## src/rtl/gray_colorize_pkg.sv

```systemverilog
// -----------------------------------------------------------------------------
// gray_colorize_pkg
// Shared types and constants for the gray-to-RGB444 re-colouriser.
//   cmap_t      : colour map selector (replicate, heat, inverted, threshold)
//   rgb444_t    : packed {R[3:0], G[3:0], B[3:0]} pixel
//   HEAT_G_OFS  : gray level at which the green heat ramp starts
//   HEAT_B_OFS  : gray level at which the blue heat ramp starts
//   sat_nib()   : clamps an unsigned intermediate to the 4-bit range 0..15
// -----------------------------------------------------------------------------
package gray_colorize_pkg;

    typedef enum logic [1:0] {
        CMAP_GRAY = 2'd0,
        CMAP_HEAT = 2'd1,
        CMAP_INV  = 2'd2,
        CMAP_THR  = 2'd3
    } cmap_t;

    typedef logic [11:0] rgb444_t;

    localparam logic [3:0] HEAT_G_OFS = 4'd5;
    localparam logic [3:0] HEAT_B_OFS = 4'd10;

    // Saturate a wide unsigned value to a colour nibble; never wraps.
    function automatic logic [3:0] sat_nib(input logic [9:0] v);
        logic [3:0] r;
        if (v > 10'd15) begin
            r = 4'd15;
        end else begin
            r = v[3:0];
        end
        return r;
    endfunction

endpackage

```

## src/rtl/gray_colorize_colormap_lut.sv

```systemverilog
// -----------------------------------------------------------------------------
// colormap_lut
// Purely combinational colour map from a 4-bit gray level to RGB444.
//   gray : gray intensity 0..15
//   mode : colour map select (cmap_t)
//   thr  : threshold level used by CMAP_THR
//   rgb  : resulting {R,G,B} pixel
// Heat-map ramps use a 10-bit intermediate and saturate to 15, so the result
// never wraps for any HEAT_GAIN below 64.
// -----------------------------------------------------------------------------
module colormap_lut
    import gray_colorize_pkg::*;
#(
    parameter int HEAT_GAIN = 3
) (
    input  logic [3:0] gray,
    input  cmap_t      mode,
    input  logic [3:0] thr,
    output rgb444_t    rgb
);

    localparam logic [9:0] GAIN_W = 10'(HEAT_GAIN);

    logic [9:0] g_w_s;
    logic [9:0] r_prod_s;
    logic [9:0] g_prod_s;
    logic [9:0] b_prod_s;
    logic [3:0] heat_r_s;
    logic [3:0] heat_g_s;
    logic [3:0] heat_b_s;
    logic [3:0] inv_s;

    assign g_w_s = {6'd0, gray};

    // Heat-map ramps; the offset subtraction is only used when gray is past
    // the offset, so its wrap-around value for small gray levels is discarded.
    always_comb begin
        r_prod_s = GAIN_W * g_w_s;
        g_prod_s = GAIN_W * (g_w_s - {6'd0, HEAT_G_OFS});
        b_prod_s = GAIN_W * (g_w_s - {6'd0, HEAT_B_OFS});
        heat_r_s = sat_nib(r_prod_s);
        if (gray < HEAT_G_OFS) begin
            heat_g_s = 4'd0;
        end else begin
            heat_g_s = sat_nib(g_prod_s);
        end
        if (gray < HEAT_B_OFS) begin
            heat_b_s = 4'd0;
        end else begin
            heat_b_s = sat_nib(b_prod_s);
        end
        inv_s = 4'd15 - gray;
    end

    // Final colour selection by map.
    always_comb begin
        rgb = 12'h000;
        case (mode)
            CMAP_GRAY: rgb = {gray, gray, gray};
            CMAP_HEAT: rgb = {heat_r_s, heat_g_s, heat_b_s};
            CMAP_INV:  rgb = {inv_s, inv_s, inv_s};
            CMAP_THR: begin
                if (gray >= thr) begin
                    rgb = 12'hFFF;
                end else begin
                    rgb = 12'h000;
                end
            end
            default:   rgb = 12'h000;
        endcase
    end

endmodule

```

## src/rtl/gray_colorize.sv

```systemverilog
// -----------------------------------------------------------------------------
// gray_colorize
// Streaming re-colouriser: 4-bit gray pixels in, 12-bit RGB444 pixels out,
// two register stages with valid/ready on both sides.
//   clk, rst        : clock, asynchronous active-high reset
//   mode, thr       : colour map and threshold, captured with a start-of-frame
//                     pixel and applied to that pixel and the rest of the frame
//   s_valid/s_ready : input handshake; s_gray, s_sof, s_eol travel with it
//   m_valid/m_ready : output handshake; m_rgb, m_eol travel with it
// S1 holds the gray level, eol and the mode/thr that apply to that pixel.
// The colour map sits between S1 and S2; S2 drives the outputs directly.
// s_ready is combinational from m_ready so a full pipe can shift while the
// downstream accepts, keeping one pixel per clock with no bubbles.
// -----------------------------------------------------------------------------
module gray_colorize
    import gray_colorize_pkg::*;
#(
    parameter int HEAT_GAIN = 3
) (
    input  logic        clk,
    input  logic        rst,
    input  logic [1:0]  mode,
    input  logic [3:0]  thr,
    input  logic        s_valid,
    output logic        s_ready,
    input  logic [3:0]  s_gray,
    input  logic        s_sof,
    input  logic        s_eol,
    output logic        m_valid,
    input  logic        m_ready,
    output logic [11:0] m_rgb,
    output logic        m_eol
);

    // Frame-level mode registers
    cmap_t      mode_q, mode_d;
    logic [3:0] thr_q,  thr_d;

    // Stage 1
    logic       v1_q,    v1_d;
    logic [3:0] g1_q,    g1_d;
    logic       eol1_q,  eol1_d;
    cmap_t      mode1_q, mode1_d;
    logic [3:0] thr1_q,  thr1_d;

    // Stage 2
    logic       v2_q,    v2_d;
    rgb444_t    rgb2_q,  rgb2_d;
    logic       eol2_q,  eol2_d;

    logic       adv1_s;
    logic       adv2_s;
    logic       acc_s;
    cmap_t      mode_eff_s;
    logic [3:0] thr_eff_s;
    rgb444_t    lut_rgb_s;

    // Colour map between S1 and S2.
    colormap_lut #(
        .HEAT_GAIN (HEAT_GAIN)
    ) u_lut (
        .gray (g1_q),
        .mode (mode1_q),
        .thr  (thr1_q),
        .rgb  (lut_rgb_s)
    );

    // Stage advance conditions and input acceptance.
    always_comb begin
        adv2_s = ~v2_q | m_ready;
        adv1_s = ~v1_q | adv2_s;
        acc_s  = s_valid & adv1_s;
    end

    // A start-of-frame pixel uses the mode/thr presented with it; every other
    // pixel uses the values latched at the last start of frame.
    always_comb begin
        mode_d     = mode_q;
        thr_d      = thr_q;
        mode_eff_s = mode_q;
        thr_eff_s  = thr_q;
        if (acc_s && s_sof) begin
            mode_d     = cmap_t'(mode);
            thr_d      = thr;
            mode_eff_s = cmap_t'(mode);
            thr_eff_s  = thr;
        end else begin
            mode_d     = mode_q;
            thr_d      = thr_q;
            mode_eff_s = mode_q;
            thr_eff_s  = thr_q;
        end
    end

    // Stage 1 next state: load on accept, empty when it moves on without refill.
    always_comb begin
        v1_d    = v1_q;
        g1_d    = g1_q;
        eol1_d  = eol1_q;
        mode1_d = mode1_q;
        thr1_d  = thr1_q;
        if (adv1_s) begin
            v1_d = acc_s;
        end else begin
            v1_d = v1_q;
        end
        if (acc_s) begin
            g1_d    = s_gray;
            eol1_d  = s_eol;
            mode1_d = mode_eff_s;
            thr1_d  = thr_eff_s;
        end else begin
            g1_d    = g1_q;
            eol1_d  = eol1_q;
            mode1_d = mode1_q;
            thr1_d  = thr1_q;
        end
    end

    // Stage 2 next state: data only changes when a valid S1 pixel moves in, so
    // outputs hold their value both during stalls and after the pipe drains.
    always_comb begin
        v2_d   = v2_q;
        rgb2_d = rgb2_q;
        eol2_d = eol2_q;
        if (adv2_s) begin
            v2_d = v1_q;
        end else begin
            v2_d = v2_q;
        end
        if (adv2_s && v1_q) begin
            rgb2_d = lut_rgb_s;
            eol2_d = eol1_q;
        end else begin
            rgb2_d = rgb2_q;
            eol2_d = eol2_q;
        end
    end

    // State registers for mode latch and both pipeline stages.
    always_ff @(posedge clk or posedge rst) begin
        if (rst) begin
            mode_q  <= CMAP_GRAY;
            thr_q   <= 4'd0;
            v1_q    <= 1'b0;
            g1_q    <= 4'd0;
            eol1_q  <= 1'b0;
            mode1_q <= CMAP_GRAY;
            thr1_q  <= 4'd0;
            v2_q    <= 1'b0;
            rgb2_q  <= 12'h000;
            eol2_q  <= 1'b0;
        end else begin
            mode_q  <= mode_d;
            thr_q   <= thr_d;
            v1_q    <= v1_d;
            g1_q    <= g1_d;
            eol1_q  <= eol1_d;
            mode1_q <= mode1_d;
            thr1_q  <= thr1_d;
            v2_q    <= v2_d;
            rgb2_q  <= rgb2_d;
            eol2_q  <= eol2_d;
        end
    end

    assign s_ready = adv1_s;
    assign m_valid = v2_q;
    assign m_rgb   = rgb2_q;
    assign m_eol   = eol2_q;

endmodule

```

## config.mk

```make
export PLATFORM = sky130hd
export DESIGN_NAME = gray_colorize
export DESIGN_NICKNAME = d
export VERILOG_FILES = /design/src/rtl/gray_colorize_pkg.sv /design/src/rtl/gray_colorize_colormap_lut.sv /design/src/rtl/gray_colorize.sv
export SDC_FILE = /design/constraint.sdc
export NUM_CORES = 1
export LEC_CHECK = 0
export CORE_MARGIN = 4
export CORE_UTILIZATION = 49
export DETAILED_ROUTE_END_ITERATION = 12
export PLACE_DENSITY = 0.81
export SKIP_CTS_REPAIR_TIMING = 1
export SLEW_MARGIN = 40
export SYNTH_ARGS = -nofsm -noshare
export SYNTH_HDL_FRONTEND = slang
export SYNTH_SLANG_ARGS = --single-unit
```

## constraint.sdc

```tcl
create_clock -name clk -period 2.2 [get_ports clk]
set_input_delay 0.44 -clock clk [delete_from_list [all_inputs] [get_ports clk]]
set_output_delay 0.44 -clock clk [all_outputs]
set_load 0.02 [all_outputs]
```

Word level (Yosys, flattened, before mapping). Index checks and enable logic that the tools add are counted.

Register bits after elaboration: 32. Input port bits: 16. Output and inout port bits: 15. Word-level logic and storage cells: 42.

Add/sub/neg operators: 3. Multiply operators: 3. Order comparisons: 6. Eq/ne operators: 3. Multiplexer cells: 9. Bitwise operators: 5. Reduce and logical (&&, ||, !) cells: 3.

Operators by type and width (number): case mux 12 bit (4 select lines) (1); > comparator 10 x 4 -> 1 bit, second input constant (3); two-way mux 4 bit (6); multiplier 2 x 10 -> 10 bit, first input constant (2); two-way mux 12 bit (1); multiplier 2 x 4 -> 6 bit, first input constant (1); subtractor 4 x 3 -> 5 bit, second input constant (1); subtractor 4 x 4 -> 5 bit, second input constant (1); == test 2 bit, second input constant (2); greater-or-equal comparator 4 bit (1); < comparator 4 x 3 -> 1 bit, second input constant (1); < comparator 4 bit, second input constant (1); subtractor 4 bit, first input constant (1); == test 2 x 1 -> 1 bit, second input constant (1); logical AND 1 bit (2); logical NOT 2 bit (1); two-way mux 2 bit (1); inverter 1 bit (2); OR 1 bit (2); AND 1 bit (1).

Depth between registers and ports, before layout.
Depth in word-level cells: 6. Gate-level depth with buffers: 11.

Cells and area by module. Synthesis repeated with hierarchy kept, for this count alone.

Cell total of the unflattened synthesis: 219. Area, all modules: 2358.5 sq um.

Modules (own cells, without submodules): gray_colorize (instances 1, cells an instance 87, area each 1315.0 sq um); colormap_lut (instances 1, cells an instance 132, area each 1043.5 sq um).

Worst setup path before layout. Ideal clock, no wire load.

Path kind: reg-to-reg. Start: register g1_q[2]. End: register rgb2_q[0] (netlist: m_rgb[0]). Library setup time: 0.121 ns. Data arrival time: 2.265 ns. Path slack: -0.186 ns. Stages on the path, launching flop included: 12. Buffers on the path: 1. Period minus slack after synthesis: 2.386 ns. Cells stage by stage: dfrtp_1 buf_2 inv_1 ha_1 inv_1 ha_1 ha_1 a21oi_1 o21ai_0 o22ai_1 a21oi_1 o22a_1.

Longest elaborated chain between the ends: 6. Elaborated cells on any way between the ends: 9. Classes of those cells: 1 x add/sub; 1 x mul; 3 x order compare; 4 x mux.

RTL lines: from (decl) (RTL line gray_colorize.sv:41) `logic [3:0] g1_q, g1_d;`; from (signal assigned) (RTL line gray_colorize.sv:157) `g1_q <= g1_d;`; subtractor 4 x 4 -> 5 bit (RTL line gray_colorize_colormap_lut.sv:40) `b_prod_s = GAIN_W * (g_w_s - {6'd0, HEAT_B_OFS});`; multiplier 2 x 10 -> 10 bit (RTL line gray_colorize_colormap_lut.sv:40); > comparator 10 x 4 -> 1 bit (RTL line gray_colorize_pkg.sv:27) `if (v > 10'd15) begin`; two-way mux 4 bit (RTL line gray_colorize_pkg.sv:27); two-way mux 4 bit (RTL line gray_colorize_colormap_lut.sv:47) `if (gray < HEAT_B_OFS) begin`; case mux 12 bit (4 select lines) * (RTL line gray_colorize_colormap_lut.sv:58) `case (mode)`; to (signal assigned) (RTL line gray_colorize.sv:162) `rgb2_q <= rgb2_d;`; to (decl) (RTL line gray_colorize.sv:48) `rgb444_t rgb2_q, rgb2_d;`.

Mark *: on every way between the ends. The rest lies on a longest branch, timed or not. A chain may end at the register's enable or synchronous reset.

Worst setup path in the final report.
Start: register g1_q[2]. End: register rgb2_q[2] (netlist: m_rgb[2]).

The elaborated chain is that of the path after synthesis.

==> run metrics <==
status finished clean; post-layout util 75.0%; initial antenna violation count 0; GP Congestion 0.867; Reg clk slew, reported paths around 0.070 ns; FP Rows 23; met2 WL post-DR 2670 um; Synth Flop Type dfrtp_1; Worst Min Path Start thr1_q[1]$_DFFE_PP0P_; area post-placement 0.00270 mm2; Initial Util a little over half; NetSw 1.17 mW; final critical delay including setup and external delays 2.17 ns; sw frac 39.3%; total power 2.97 mW; vias in the first global route 1701; Total Neg Setup Slack 0 ns; Final Skew 0.00457 ns; part of the power in registers ~28%; grt ovf 0; Slew Limit Fails 0; Final Setup Violations 0; layout cells sized above 1 34.9%; Detailed Route WL 5120 um; Hold Crit Class reg -> reg; Worst Slack Setup Final 0.0263 ns; FF/Latch Area approximately 800 um2; #FFs+latches synth 32; # H-tree levels 2; Post-synth EDFFs 0; worst hold path depth 2; clk buf depth 2; CP Launch Type flip-flop; post-route cell area about 0.003 mm2; Worst Hold Path EP thr1_q[1]$_DFFE_PP0P_; DRT Pass-1 Iters 4; Worst R2R Setup Slack 0.03 ns; Num CTS Buffers 5; met1 WL 2080 um; core area 0.00409 mm2; area share of the largest cell type after synthesis between 30% and 40%; Total Die Area 0.00546 mm2; P&R area growth vs syn 44.2%; Via density about 5.7; Layout Cells excl Fill 331; max-cap viol count 0; RSZ-0062 raised after global routing true; fin nets 318; DR top layer met4; hold_ws between 0.4 and 0.5 ns; die height 73.9 um; Comb power frac 55.7%; area taken by multi-input logic gates 0.00147 mm2; Post-Syn Area per Cell 9.89 um2; fill count 278; n_diodes 0; placed cells 317; pwr/cell area 970 mW/mm2; CP endpoint kind flip-flop; Synth async-reset ratio 100%; LEAKAGE approximately 1.3 nW; Internal Power 1.81 mW; critical path class reg -> reg; Root Buffer clkbuf_8; drc violations 0; clk sinks 32; die extent in x 73.9 um; WL per Instance 15.5 um; detailed placement HPWL 3660 um; r2r endpoint m_rgb[2]$_DFFE_PP0P_; I/O Pins 31; post-synth top area cell dfrtp_1; sequential share of the synthesized area 37.6%; Synth Cell Area 0.00213 mm2; DRT iter0 DRCs 198; max frequency 0.460 GHz; R2R cell count 10; Cells after Synth 215; Critical Path RT 2.38 ns; Clock power frac ~16%; Hold Vio Cnt, Final 0; port buffer count 30; period utilization 98.8%; synth warn 0; syn_nets between 200 and 300; first-pass GRT wire length 7680 um; crit path DAT 2.35 ns; largest cells by area after synthesis dfrtp_1 (38%), ha_1 (12%), mux2_2 (6.4%); Worst Tran Pin Value ~0.51 ns; Netlist cell types 42; pin count of the biggest net entering global routing 33; Peak supply drop 0.525 mV; Routed Antenna Nets 0; worst-path maximum fanout 8; Relative slew margins between 60% and 70%; Worst-Skew Late Latency 0.29 ns; clock tree from TritonCTS built; Met3 Wirelength 315 um; FF-to-FF Start g1_q[2]$_DFFE_PP0P_; pre-CTS setup slack -0.194 ns; GRT Resource Usage Total 18.5%; vias 1878
-- cells in the mapped netlist, types with 3 or more instances --
| cell type | count |
|---|---|
| xor2_1 | 3 |
| dfrtp_1 | 32 |
| nand2_1 | 14 |
| inv_1 | 17 |
| ha_1 | 20 |
| nor2b_1 | 3 |
| clkbuf_1 | 4 |
| xnor2_1 | 5 |
| nand3_1 | 5 |
| a41oi_1 | 4 |
| nor2_1 | 13 |
| o22a_1 | 8 |
| a21oi_1 | 14 |
| mux2_2 | 12 |
| o21ai_0 | 12 |
| mux2i_1 | 7 |
| a221oi_1 | 3 |
| nor3_1 | 5 |
| nand2b_1 | 6 |
| a211oi_1 | 3 |
-- area by class of cell --
cell class	instances	area share [%]
multi-input combinational	158	47.9
sequential	32	26.2
timing repair buffer	66	18.7
clock buffer	6	2.69
inverter	17	2.16
tap	50	2.04
clock inverter	2	0.326
-- power groups by stage --
stage	combinational [mW]	clock (mW)	sequential, mW
final	1.66	0.470	0.848
after global placement	1.31	0	0.849
after CTS	1.35	0.476	0.848
after detailed placement	1.34	0	0.859
after floorplan	0.714	0	0.947
after global routing	1.79	0.509	0.868
-- layer usage --
metal	vias up	track usage (%)
li1	910	-
met1	898	22.4
met2	61	31.4
met3	9	6.02
met4	0	4.83
met5	-	0
-- flip-flops by register name (all words and copies together), names as in the netlist --
name     flops
thr1_q       4
m_rgb       12
g1_q         4
v1_q         1
m_valid      1
mode_q       2
mode1_q      2
eol1_q       1
m_eol        1
thr_q        4
-- worst max path at each step --
stage / start / endpoint / slack [ns] / depth (start not counted)
2_1_floorplan: g1_q[0]$_DFFE_PP0P_ / m_rgb[4]$_DFFE_PP0P_ / 0.0009 / 10
3_3_place_gp: g1_q[2]$_DFFE_PP0P_ / m_rgb[3]$_DFFE_PP0P_ / -0.10 / 10
3_5_place_dp: g1_q[1]$_DFFE_PP0P_ / m_rgb[3]$_DFFE_PP0P_ / -0.19 / 10
4_1_cts: g1_q[1]$_DFFE_PP0P_ / m_rgb[3]$_DFFE_PP0P_ / -0.21 / 10
5_1_grt: g1_q[2]$_DFFE_PP0P_ / m_rgb[2]$_DFFE_PP0P_ / -0.11 / 10
6_report: g1_q[2]$_DFFE_PP0P_ / m_rgb[2]$_DFFE_PP0P_ / 0.03 / 10
-- worst max-delay path, cell delays in order (launching register included) --
cell and delay, ns:
dfrtp_2 0.46, inv_2 0.12, ha_1 0.21, a21o_1 0.17, inv_1 0.08, ha_4 0.15, nor2_1 0.14, o2111ai_1 0.20
o22ai_4 0.25, a21oi_2 0.10, o22a_1 0.18
-- kinds of logic after synthesis --
kind of cell             share of synthesized area [%]
AND/OR/NAND/NOR                                   13.2
AO/OA/AOI/OAI                                     17.1
flip-flops                                        37.6
buffers and inverters                             5.41
adder cells (fa/ha/maj)                           13.6
multiplexers                                      9.65
XOR/XNOR                                          3.29
-- layout by cell type, fill, tap and decap left out, types with 3 or more instances in the layout --
| cell | instances |
|---|---|
| a221oi_2 | 3 |
| o22a_1 | 7 |
| xor2_1 | 3 |
| dfrtp_1 | 30 |
| a211oi_1 | 3 |
| mux2_2 | 12 |
| ha_4 | 6 |
| ha_1 | 12 |
| nor2b_1 | 3 |
| a41oi_2 | 4 |
| a21oi_2 | 5 |
| clkbuf_8 | 6 |
| inv_1 | 12 |
| buf_4 | 35 |
| nand2_1 | 13 |
| nor3_1 | 5 |
| nand2b_1 | 6 |
| inv_2 | 4 |
| nor2_1 | 13 |
| xnor2_1 | 3 |
| a21oi_1 | 7 |
| clkdlybuf4s50_1 | 30 |
| mux2i_1 | 7 |
| nand3_1 | 5 |
| o21ai_0 | 10 |
(Power assumes the default switching activity.)
